$ cat src/rtl/pixel_pipe_pkg.sv
// Shared types and mode decode helpers for the pixel mode router.
package pixel_pipe_pkg;

    localparam int MAX_PIXEL_BITS  = 24;
    localparam int PIXEL_WIDTH_OUT = 24;

    typedef enum logic [2:0] {
        MODE_GRAY_SOBEL     = 3'b000,
        MODE_SOBEL          = 3'b001,
        MODE_GRAY           = 3'b010,
        MODE_BYPASS         = 3'b011,
        MODE_GRAY_SOBEL_THR = 3'b100,
        MODE_GRAY_THR       = 3'b101
    } pp_mode_e;

    typedef enum logic [1:0] {
        ST_IDLE  = 2'd0,
        ST_DRAIN = 2'd1,
        ST_START = 2'd2,
        ST_RUN   = 2'd3
    } pp_state_e;

    // The two unused encodings collapse onto bypass so nothing downstream sees them.
    function automatic pp_mode_e pp_normalize(input logic [2:0] m);
        pp_mode_e r;
        case (m)
            3'b110, 3'b111: r = MODE_BYPASS;
            default:        r = pp_mode_e'(m);
        endcase
        return r;
    endfunction

    function automatic logic mode_uses_gray(input pp_mode_e m);
        return (m == MODE_GRAY_SOBEL) || (m == MODE_GRAY) ||
               (m == MODE_GRAY_SOBEL_THR) || (m == MODE_GRAY_THR);
    endfunction

    function automatic logic mode_uses_sobel(input pp_mode_e m);
        return (m == MODE_GRAY_SOBEL) || (m == MODE_SOBEL) || (m == MODE_GRAY_SOBEL_THR);
    endfunction

endpackage

$ cat src/rtl/gray_scale_core.sv
// RGB to gray: (R + 2G + B) / 4, one register stage, result qualified by px_rdy_o.
module gray_scale_core #(
    parameter int CH_W = 8
) (
    input  logic              clk_i,
    input  logic              nreset_i,
    input  logic              px_rdy_i,
    input  logic [3*CH_W-1:0] px_i,
    output logic [CH_W-1:0]   px_o,
    output logic              px_rdy_o
);
    logic [CH_W+1:0] sum;

    assign sum = {2'b00, px_i[3*CH_W-1:2*CH_W]} +
                 {1'b0, px_i[2*CH_W-1:CH_W], 1'b0} +
                 {2'b00, px_i[CH_W-1:0]};

    always_ff @(posedge clk_i) begin
        if (!nreset_i) begin
            px_o     <= '0;
            px_rdy_o <= 1'b0;
        end else begin
            px_rdy_o <= px_rdy_i;
            if (px_rdy_i) begin
                px_o <= sum[CH_W+1:2];
            end
        end
    end

endmodule

$ cat src/rtl/pixel_fifo.sv
// Output FIFO: registered storage, head valid whenever count is non-zero.
import pixel_pipe_pkg::*;

module pixel_fifo #(
    parameter int DEPTH = 8,
    parameter int W     = PIXEL_WIDTH_OUT
) (
    input  logic                       clk,
    input  logic                       reset,
    input  logic                       wr_en,
    input  logic [W-1:0]               wr_data,
    input  logic                       rd_en,
    output logic [W-1:0]               rd_data,
    output logic                       rd_valid,
    output logic [$clog2(DEPTH):0]     count,
    output logic                       drop
);
    localparam int AW = $clog2(DEPTH);
    localparam int CW = AW + 1;

    logic [W-1:0]  mem [DEPTH];
    logic [AW-1:0] wr_ptr;
    logic [AW-1:0] rd_ptr;
    logic          full;
    logic          rd_fire;
    logic          wr_fire;

    assign rd_valid = (count != '0);
    assign full     = (count == CW'(DEPTH));
    assign rd_fire  = rd_en & rd_valid;
    // A read in the same cycle frees the slot, so a write into a full FIFO still lands.
    assign wr_fire  = wr_en & (~full | rd_fire);
    assign drop     = wr_en & full & ~rd_fire;
    assign rd_data  = rd_valid ? mem[rd_ptr] : '0;

    always_ff @(posedge clk) begin
        if (wr_fire) begin
            mem[wr_ptr] <= wr_data;
        end
    end

    always_ff @(posedge clk) begin
        if (reset) begin
            wr_ptr <= '0;
            rd_ptr <= '0;
            count  <= '0;
        end else begin
            if (wr_fire) begin
                wr_ptr <= wr_ptr + 1'b1;
            end
            if (rd_fire) begin
                rd_ptr <= rd_ptr + 1'b1;
            end
            count <= count + CW'(wr_fire) - CW'(rd_fire);
        end
    end

endmodule

$ cat src/rtl/sobel_control.sv
// Horizontal [-1 0 +1] gradient magnitude on a pixel stream; start_sobel_i clears history.
module sobel_control #(
    parameter int W = 8
) (
    input  logic         clk_i,
    input  logic         nreset_i,
    input  logic         start_sobel_i,
    input  logic         px_rdy_i,
    input  logic [W-1:0] px_i,
    output logic [W-1:0] px_o,
    output logic         px_rdy_o
);
    logic [W-1:0] prev1;
    logic [W-1:0] prev2;
    logic [W-1:0] mag;

    assign mag = (px_i >= prev2) ? (px_i - prev2) : (prev2 - px_i);

    always_ff @(posedge clk_i) begin
        if (!nreset_i || start_sobel_i) begin
            prev1    <= '0;
            prev2    <= '0;
            px_o     <= '0;
            px_rdy_o <= 1'b0;
        end else begin
            px_rdy_o <= px_rdy_i;
            if (px_rdy_i) begin
                px_o  <= mag;
                prev2 <= prev1;
                prev1 <= px_i;
            end
        end
    end

endmodule

$ cat src/rtl/pixel_mode_router.sv
// Mode-switching pixel pipeline: gray / Sobel / threshold / bypass routed into an output FIFO.
import pixel_pipe_pkg::*;

module pixel_mode_router #(
    parameter int PIXEL_W      = MAX_PIXEL_BITS,
    parameter int GRAY_W       = 8,
    parameter int FIFO_DEPTH   = 8,
    parameter int RESERVE      = 4,
    parameter int DRAIN_CYCLES = 16
) (
    input  logic               clk_i,
    input  logic               reset_i,
    input  logic [2:0]         mode_i,
    input  logic [GRAY_W-1:0]  thresh_i,
    input  logic               sof_i,
    input  logic               in_valid_i,
    output logic               in_ready_o,
    input  logic [PIXEL_W-1:0] in_pixel_i,
    output logic               out_valid_o,
    input  logic               out_ready_i,
    output logic [PIXEL_W-1:0] out_pixel_o,
    output logic [2:0]         active_mode_o,
    output logic               overflow_o
);
    localparam int CW  = $clog2(FIFO_DEPTH) + 1;
    localparam int DCW = $clog2(DRAIN_CYCLES + 1);

    pp_state_e         state, state_next;
    pp_mode_e          mode_q, active_mode;
    logic [GRAY_W-1:0] thresh_q;
    logic [DCW-1:0]    drain_cnt;
    logic              latch, apply, start_sobel, ready, accept, changed, room;
    logic [CW-1:0]     fifo_count;

    // Handshake: a pixel moves on both ports only in a cycle where valid and ready are
    // both high; ready is pulled low for an SOF that must first trigger a mode switch.
    assign changed = (pp_normalize(mode_i) != mode_q) || (thresh_i != thresh_q);
    assign room    = (fifo_count <= CW'(FIFO_DEPTH - RESERVE));

    always_comb begin
        state_next  = state;
        ready       = 1'b0;
        latch       = 1'b0;
        apply       = 1'b0;
        start_sobel = 1'b0;
        case (state)
            ST_IDLE: begin
                ready = ~sof_i;
                if (in_valid_i && sof_i) begin
                    latch      = 1'b1;
                    state_next = ST_DRAIN;
                end
            end
            ST_DRAIN: begin
                if (drain_cnt == DCW'(DRAIN_CYCLES - 1)) begin
                    state_next = ST_START;
                end
            end
            ST_START: begin
                start_sobel = mode_uses_sobel(mode_q);
                apply       = 1'b1;
                state_next  = ST_RUN;
            end
            ST_RUN: begin
                if (sof_i && changed) begin
                    if (in_valid_i) begin
                        latch      = 1'b1;
                        state_next = ST_DRAIN;
                    end
                end else begin
                    ready = room;
                end
            end
            default: state_next = ST_IDLE;
        endcase
    end

    always_ff @(posedge clk_i) begin
        if (reset_i) begin
            state       <= ST_IDLE;
            mode_q      <= MODE_BYPASS;
            thresh_q    <= '0;
            active_mode <= MODE_BYPASS;
            drain_cnt   <= '0;
        end else begin
            state     <= state_next;
            drain_cnt <= (state == ST_DRAIN) ? drain_cnt + 1'b1 : '0;
            if (latch) begin
                mode_q   <= pp_normalize(mode_i);
                thresh_q <= thresh_i;
            end
            if (apply) begin
                active_mode <= mode_q;
            end
        end
    end

    assign in_ready_o    = ready;
    assign active_mode_o = active_mode;
    assign accept        = in_valid_i & ready & (state == ST_RUN);

    logic              core_nreset, gray_go, gray_rdy, sobel_go, sobel_rdy, sobel_from_gray;
    logic [GRAY_W-1:0] gray_px, sobel_in, sobel_px;

    assign core_nreset     = ~reset_i;
    assign gray_go         = accept & mode_uses_gray(active_mode);
    assign sobel_from_gray = (active_mode == MODE_GRAY_SOBEL) || (active_mode == MODE_GRAY_SOBEL_THR);
    assign sobel_in        = sobel_from_gray ? gray_px : in_pixel_i[GRAY_W-1:0];
    assign sobel_go        = sobel_from_gray ? gray_rdy : (accept & (active_mode == MODE_SOBEL));

    gray_scale_core #(.CH_W(GRAY_W)) u_gray (
        .clk_i    (clk_i),
        .nreset_i (core_nreset),
        .px_rdy_i (gray_go),
        .px_i     (in_pixel_i[3*GRAY_W-1:0]),
        .px_o     (gray_px),
        .px_rdy_o (gray_rdy)
    );

    sobel_control #(.W(GRAY_W)) u_sobel (
        .clk_i         (clk_i),
        .nreset_i      (core_nreset),
        .start_sobel_i (start_sobel),
        .px_rdy_i      (sobel_go),
        .px_i          (sobel_in),
        .px_o          (sobel_px),
        .px_rdy_o      (sobel_rdy)
    );

    logic               th_valid, byp_valid, wr_en, drop;
    logic [GRAY_W-1:0]  th_val;
    logic [PIXEL_W-1:0] byp_px, wr_data;

    always_ff @(posedge clk_i) begin
        if (reset_i) begin
            th_valid   <= 1'b0;
            th_val     <= '0;
            byp_valid  <= 1'b0;
            byp_px     <= '0;
            overflow_o <= 1'b0;
        end else begin
            th_valid  <= (active_mode == MODE_GRAY_SOBEL_THR) ? sobel_rdy :
                         (active_mode == MODE_GRAY_THR) ? gray_rdy : 1'b0;
            th_val    <= ((active_mode == MODE_GRAY_SOBEL_THR ? sobel_px : gray_px) >= thresh_q)
                         ? '1 : '0;
            byp_valid <= accept & (active_mode == MODE_BYPASS);
            byp_px    <= in_pixel_i;
            if (drop) begin
                overflow_o <= 1'b1;
            end
        end
    end

    // Results in flight always belong to active_mode: the drain period empties the
    // pipeline before a newly latched mode is applied.
    always_comb begin
        wr_en   = 1'b0;
        wr_data = '0;
        case (active_mode)
            MODE_BYPASS: begin
                wr_en   = byp_valid;
                wr_data = byp_px;
            end
            MODE_GRAY: begin
                wr_en   = gray_rdy;
                wr_data = {{(PIXEL_W-GRAY_W){1'b0}}, gray_px};
            end
            MODE_GRAY_SOBEL, MODE_SOBEL: begin
                wr_en   = sobel_rdy;
                wr_data = {{(PIXEL_W-GRAY_W){1'b0}}, sobel_px};
            end
            MODE_GRAY_SOBEL_THR, MODE_GRAY_THR: begin
                wr_en   = th_valid;
                wr_data = {{(PIXEL_W-GRAY_W){1'b0}}, th_val};
            end
            default: ;
        endcase
    end

    pixel_fifo #(.DEPTH(FIFO_DEPTH), .W(PIXEL_W)) u_fifo (
        .clk      (clk_i),
        .reset    (reset_i),
        .wr_en    (wr_en),
        .wr_data  (wr_data),
        .rd_en    (out_ready_i),
        .rd_data  (out_pixel_o),
        .rd_valid (out_valid_o),
        .count    (fifo_count),
        .drop     (drop)
    );

endmodule

$ cat config.mk
export PLATFORM = sky130hd
export DESIGN_NAME = pixel_mode_router
export DESIGN_NICKNAME = d
export VERILOG_FILES = /design/src/rtl/pixel_pipe_pkg.sv /design/src/rtl/gray_scale_core.sv /design/src/rtl/pixel_fifo.sv /design/src/rtl/sobel_control.sv /design/src/rtl/pixel_mode_router.sv
export SDC_FILE = /design/constraint.sdc
export NUM_CORES = 1
export LEC_CHECK = 0
export ABC_CLOCK_PERIOD_IN_PS = 7430
export BUFFER_PORTS_ARGS = -buffer_cell sky130_fd_sc_hd__buf_2
export CORE_MARGIN = 1
export CORE_UTILIZATION = 39
export CTS_BUF_LIST = sky130_fd_sc_hd__clkbuf_4 sky130_fd_sc_hd__clkbuf_8
export CTS_CLUSTER_DIAMETER = 30
export DETAILED_ROUTE_END_ITERATION = 10
export PLACE_DENSITY = 0.59
export SLEW_MARGIN = 20
export SYNTH_ARGS = -nofsm -noshare
export SYNTH_HDL_FRONTEND = slang
export SYNTH_SLANG_ARGS = --single-unit
$ cat constraint.sdc
create_clock -name clk_i -period 7.43 [get_ports clk_i]
set_input_delay 1.486 -clock clk_i [delete_from_list [all_inputs] [get_ports clk_i]]
set_output_delay 1.486 -clock clk_i [all_outputs]
set_load 0.05 [all_outputs]
======== After elaboration in Yosys (flattened, before gate mapping) ========
Memory sizes are Yosys's and may differ from the RTL's. A register that Yosys moved wholly into a read port is not among the register bits.
Index checks and enable logic that the tools add are counted.
operators by class
  $add $sub $neg .......................... 9
  magnitude comparators ................... 3
  eq/ne operators ......................... 20
  mux-type cells .......................... 28
  bitwise operators ....................... 14
  reductions and logical operators ........ 19
operator list
  operator                                                                number
  24-bit case mux with 4 select lines                                     1
  8-bit 2-to-1 mux                                                        4
  24-bit 2-to-1 mux                                                       1
  8-bit greater-or-equal comparator                                       2
  8-bit subtractor                                                        2
  3-bit equality test (second input constant)                             5
  1-bit 2-to-1 mux                                                        11
  10-bit by 8-bit adder with 10-bit output                                1
  8-bit by 9-bit adder with 10-bit output                                 1
  1-bit bitwise AND                                                       9
  3-bit 2-to-1 mux                                                        3
  1-bit logical OR                                                        8
  2-bit 2-to-1 mux                                                        4
  2-bit inequality test (second input constant)                           4
  8-bit inequality test                                                   1
  2-bit case mux with 4 select lines                                      1
  2-bit OR reduction                                                      4
  3-bit by 1-bit adder with 3-bit output (second input constant)          2
  3-bit by 1-bit equality test with 1-bit output (second input constant)  2
  3-bit by 2-bit equality test with 1-bit output (second input constant)  2
  3-bit zero test                                                         2
  5-bit by 1-bit adder with 5-bit output (second input constant)          1
  5-bit by 4-bit equality test with 1-bit output (second input constant)  1
  4-bit by 1-bit adder with 4-bit output                                  1
  14 further kinds                                                        20
word-level totals
  bits in registers ....................... 100
  memory bits (writable) .................. 192
  output and inout bits ................... 30
  word-level logic and storage cells ...... 113
  memories kept ........................... 1
memories
  memory      words  bits a word  rd ports  clocked after Yosys merged registers in  wr ports  line              text
  u_fifo.mem  8      24           1         1                                        1         pixel_fifo.sv:21  logic [W-1:0] mem [DEPTH];

======== Logic depth before layout (Yosys ltp) ========
  depth in word-level cells ............... 12
  depth in mapped cells ................... 14
  depth with buffers taken out ............ 13

======== Hierarchy ========
A second synthesis with hierarchy kept.
unflattened totals
  cells, all modules ...................... 906
  area total of the unflattened synthesis .. 13,058.8 um^2
modules (own cells, without submodules)
  module             instances  cells an instance  area each (um^2)  sequential area each (um^2)
  pixel_fifo         1          367                7,963.9           6,025.8
  pixel_mode_router  1          279                2,585.0           980.9
  sobel_control      1          174                1,697.9           500.5
  gray_scale_core    1          86                 812.0             180.2

======== Least setup slack after synthesis ========
Ideal clock, no wire load.
  path kind ............................... input to output
  from .................................... input mode_i[0]
  to ...................................... output in_ready_o
  arrival time ............................ 3.104 ns
  required time ........................... 5.944 ns
  path slack .............................. 2.840 ns
  stages on the path ...................... 4
  cell sequence ........................... or3_1 a211oi_2 o2111ai_2 a21oi_1
between the ends
  word-level cells in the longest chain between the ends .. 8
  elaborated cells on any way between the ends .. 9
  classes of those cells .................. eq/ne (3); mux (3); reduce/logical (3)
ends and longest elaborated chain
  item                                  line                     text
  from (decl)                           pixel_mode_router.sv:13  input logic [2:0] mode_i,
  3-bit equality test                   pixel_pipe_pkg.sv:26     case (m)
  2-bit OR reduction                    pixel_pipe_pkg.sv:26
  3-bit 2-to-1 mux *                    pixel_pipe_pkg.sv:26
  3-bit inequality test *               pixel_mode_router.sv:37  assign changed = (pp_normalize(mode_i) != mode_q) || (thresh_i != thresh_q);
  1-bit logical OR *                    pixel_mode_router.sv:37
  1-bit logical AND *                   pixel_mode_router.sv:65  if (sof_i && changed) begin
  1-bit 2-to-1 mux *                    pixel_mode_router.sv:65
  1-bit case mux with 2 select lines *  pixel_mode_router.sv:46  case (state)
  to (decl)                             pixel_mode_router.sv:17  output logic in_ready_o,
Every way passes the cells marked *; elsewhere a longest branch is shown, timed or not.

======== Final worst setup path ========
  from .................................... input thresh_i[4]
  to ...................................... output in_ready_o
between the ends
  word-level cells in the longest chain between the ends .. 5
ends and longest elaborated chain
  item                                line                     text
  from (decl)                         pixel_mode_router.sv:14  input logic [GRAY_W-1:0] thresh_i,
  8-bit inequality test               pixel_mode_router.sv:37
  1-bit logical OR                    pixel_mode_router.sv:37
  1-bit logical AND                   pixel_mode_router.sv:65
  1-bit 2-to-1 mux                    pixel_mode_router.sv:65
  1-bit case mux with 2 select lines  pixel_mode_router.sv:46
No other way between the ends.

==> impl_metrics.yaml <==
drt:
  ant_nets: 0
  avgRoutedWirePerCell_um: 18.4
  finalWirelength_um: 27400
  drt_drc_violations_left: 0
  num_vias: 7452
  first_pass_iters: 5
  drtIter0Drc: 531
  via_per_inst: 5.00
cells_and_area:
  area_growth_pct: 17.0
  nets: 1104
  antenna_cells: 0
  final_cell_mix: "edfxtp_1, nor2_1, dfxtp_1"
  layout_commonest_cell: "edfxtp_1"
  final-instance-count-excl-fill: 1490
  drive_above_1_share: 0.264
clocking:
  numCtsBuffers: 56
  cts_root_buf: "clkbuf_8"
  htreeDepth: 2
  postCtsHoldBufs: 0
  post-cts-setup-buffer-count: 0
  cts.sinks: 288
  path_clk_slew_ps: 60
  cts_tree: "built"
  clock_path_buffers: 3
  clk_latency_ps: 590
  cts-resized-gates: 0
die:
  die_y_um: 183
  core_um2: 31900
  pin_count: 70
  die_w_um: 183
  start_util: 0.401
  rows: 65
  dieArea_um2: 33500
timing:
  clock.fmax_mhz: 228
  fin_tns_setup_ps: 0
  period_share: 0.591
  maxSlewViolCount: 0
  layout_min_cycle_time_ps: 4390
  max-slew-margin-rel: 0.283
  clock_skew_ps: 27.3
  setup_viol: 0
  hold_viol_final: 0
  worst_slack_ps: 3040
  worstMarginPinSlew_ps: 1070
  rsz0062_at_grt: "false"
synth:
  synth_cell_types: 51
  ys_ff_latch: 288
  ys_dominant_reg_cell: "edfxtp_1"
  post_synth.cell_area_avg_um2: 14.1
  ys_seq_area_frac: 0.601
  synth_edf_count: 192
  netlist_area_um2: 12800
  yosys_warnings: 0
  synth.net_count: 1004
  syn_inst: 907
  synth_async_sr_flop_share: 0
status:
  status: "complete, no violations"
setup_path:
  ff2ff_path_depth: 11
  arrival_ps: 2910
  required_ps: 5940
  critPathMaxFanout: 2
  start_kind: "input pin"
  criticalPathCategory: "input pin to output port"
  crit_path_end_kind: "output port"
power_and_ir_drop:
  irDropWorstVdd_mv: 0.211
  p_per_area_nw_per_um2: 326
  leakagePower_nw: 5.46
global_routing:
  grt_max_degree: 67
  grt_pass1_wl_um: 42900
  antenna_found_initial: 0
  grt_pass1_vias: 7586
  overflow: 0
  grt_usage: 0.168
placed_design:
  dp.cells: 1383
  globalplace.congestion: 0.816
  hpwl_um: 16600
  dp_slack_ps: 2990
  port_buffers: 69
hold_path:
  hold-path-cell-count: 1
  min_path_type: "flip-flop to flip-flop"
run:
  drv_cap: 0
## report_power, final
| part | switching [mW] | total [mW] | internal (mW) |
|---|---|---|---|
| sequential | 0.0780 | 1.88 | 1.80 |
| clock | 0.708 | 1.75 | 1.04 |
| combinational | 0.799 | 1.25 | 0.453 |
## worst max-delay path, stage by stage
cell       delay [ps]
buf_2             110
xor2_1            140
nor4_1            480
o2111ai_2         240
a21oi_1           180
buf_2             270
## final cells by class
| class | count | area (um^2) |
|---|---|---|
| Clock buffer | 77 | 972 |
| Clock inverter | 29 | 325 |
| Fill cell | 2883 | 16900 |
| Inverter | 42 | 158 |
| Multi-Input combinational cell | 535 | 4790 |
| Sequential cell | 288 | 7690 |
| Tap cell | 435 | 544 |
| Timing Repair Buffer | 84 | 470 |
## cells by family (layout without fill, tap and decap cells)
family | after synthesis | after routing | share of synthesized area
muxes | 133 | 133 | 0.152
and+or+nand+nor | 213 | 213 | 0.0787
AOI/OAI and AO/OA | 106 | 106 | 0.0611
buffers and inverters | 84 | 232 | 0.0269
xor gates and xnor gates | 26 | 26 | 0.0178
DFF | 288 | 288 | 0.601
adders and majority gates | 57 | 57 | 0.0622
## cell usage after synthesis, types with 2 or more instances
cell type | count | area share
edfxtp_1 | 192 | 0.45
nor2_1 | 110 | 0.032
dfxtp_1 | 96 | 0.15
mux2i_1 | 76 | 0.060
mux4_2 | 48 | 0.085
ha_1 | 46 | 0.045
inv_1 | 41 | 0.012
nor2b_1 | 36 | 0.018
a21oi_1 | 30 | 0.012
clkbuf_1 | 29 | 0.0085
o21ai_0 | 21 | 0.0082
and3_1 | 18 | 0.0088
xor2_1 | 18 | 0.012
nand2_1 | 17 | 0.0050
a211oi_2 | 15 | 0.015
fa_1 | 11 | 0.017
mux2_2 | 9 | 0.0079
a21o_1 | 8 | 0.0047
nor3_1 | 8 | 0.0031
xnor2_1 | 8 | 0.0055
buf_1 | 7 | 0.0021
nand2b_1 | 6 | 0.0029
o21a_1 | 6 | 0.0035
a31oi_1 | 4 | 0.0020
and2_1 | 4 | 0.0020
nand3_1 | 4 | 0.0016
a211oi_1 | 3 | 0.0018
nor4_1 | 3 | 0.0015
o21bai_1 | 3 | 0.0018
a211o_1 | 2 | 0.0014
a221oi_1 | 2 | 0.0014
a41oi_1 | 2 | 0.0014
buf_2 | 2 | 0.00078
buf_4 | 2 | 0.0012
o31a_1 | 2 | 0.0014
or2_2 | 2 | 0.00098
or3_1 | 2 | 0.00098
## path summary, 6_finish.rpt
kind,startpoint,end,slack (ps)
worst max-delay path,thresh_i[4],in_ready_o,3040
worst min-delay path,drain_cnt[0]$_SDFF_PP0_,drain_cnt[0]$_SDFF_PP0_,450
worst max register to register,active_mode_o[0]$_SDFFE_PP1P_,u_sobel.px_o[3]$_SDFFE_PP0P_,3170
worst min register to register,drain_cnt[0]$_SDFF_PP0_,drain_cnt[0]$_SDFF_PP0_,450
## registers in the layout (all words and copies together) (netlist names), named ones only
name	count
u_gray.px_rdy_o	1
u_fifo.rd_ptr	3
byp_px	24
u_fifo.count	4
mode_q	3
u_sobel.prev1	8
u_fifo.mem	192
u_sobel.prev2	8
u_sobel.px_rdy_o	1
th_valid	1
overflow_o	1
thresh_q	8
state	2
byp_valid	1
drain_cnt	5
u_fifo.wr_ptr	3
u_gray.px_o	8
active_mode_o	3
th_val	1
u_sobel.px_o	8
## metrics by stage
step	utilization	hold WS [ps]	cell area, um^2	total power, mW
floorplan	-	418	12800	2.87
global placement	0.427	430	13600	3.16
detailed placement	0.427	442	13600	3.17
CTS	0.468	451	14900	4.93
global route	0.469	472	15000	5.11
finish	0.469	447	15000	4.88
## layer usage
metal / GRT usage / share of wire
met1: 0.229 / 0.47
met2: 0.276 / 0.46
met3: 0.0314 / 0.047
met4: 0.0480 / 0.020
met5: 0 / 0
Power figures use the tool's default switching activity.
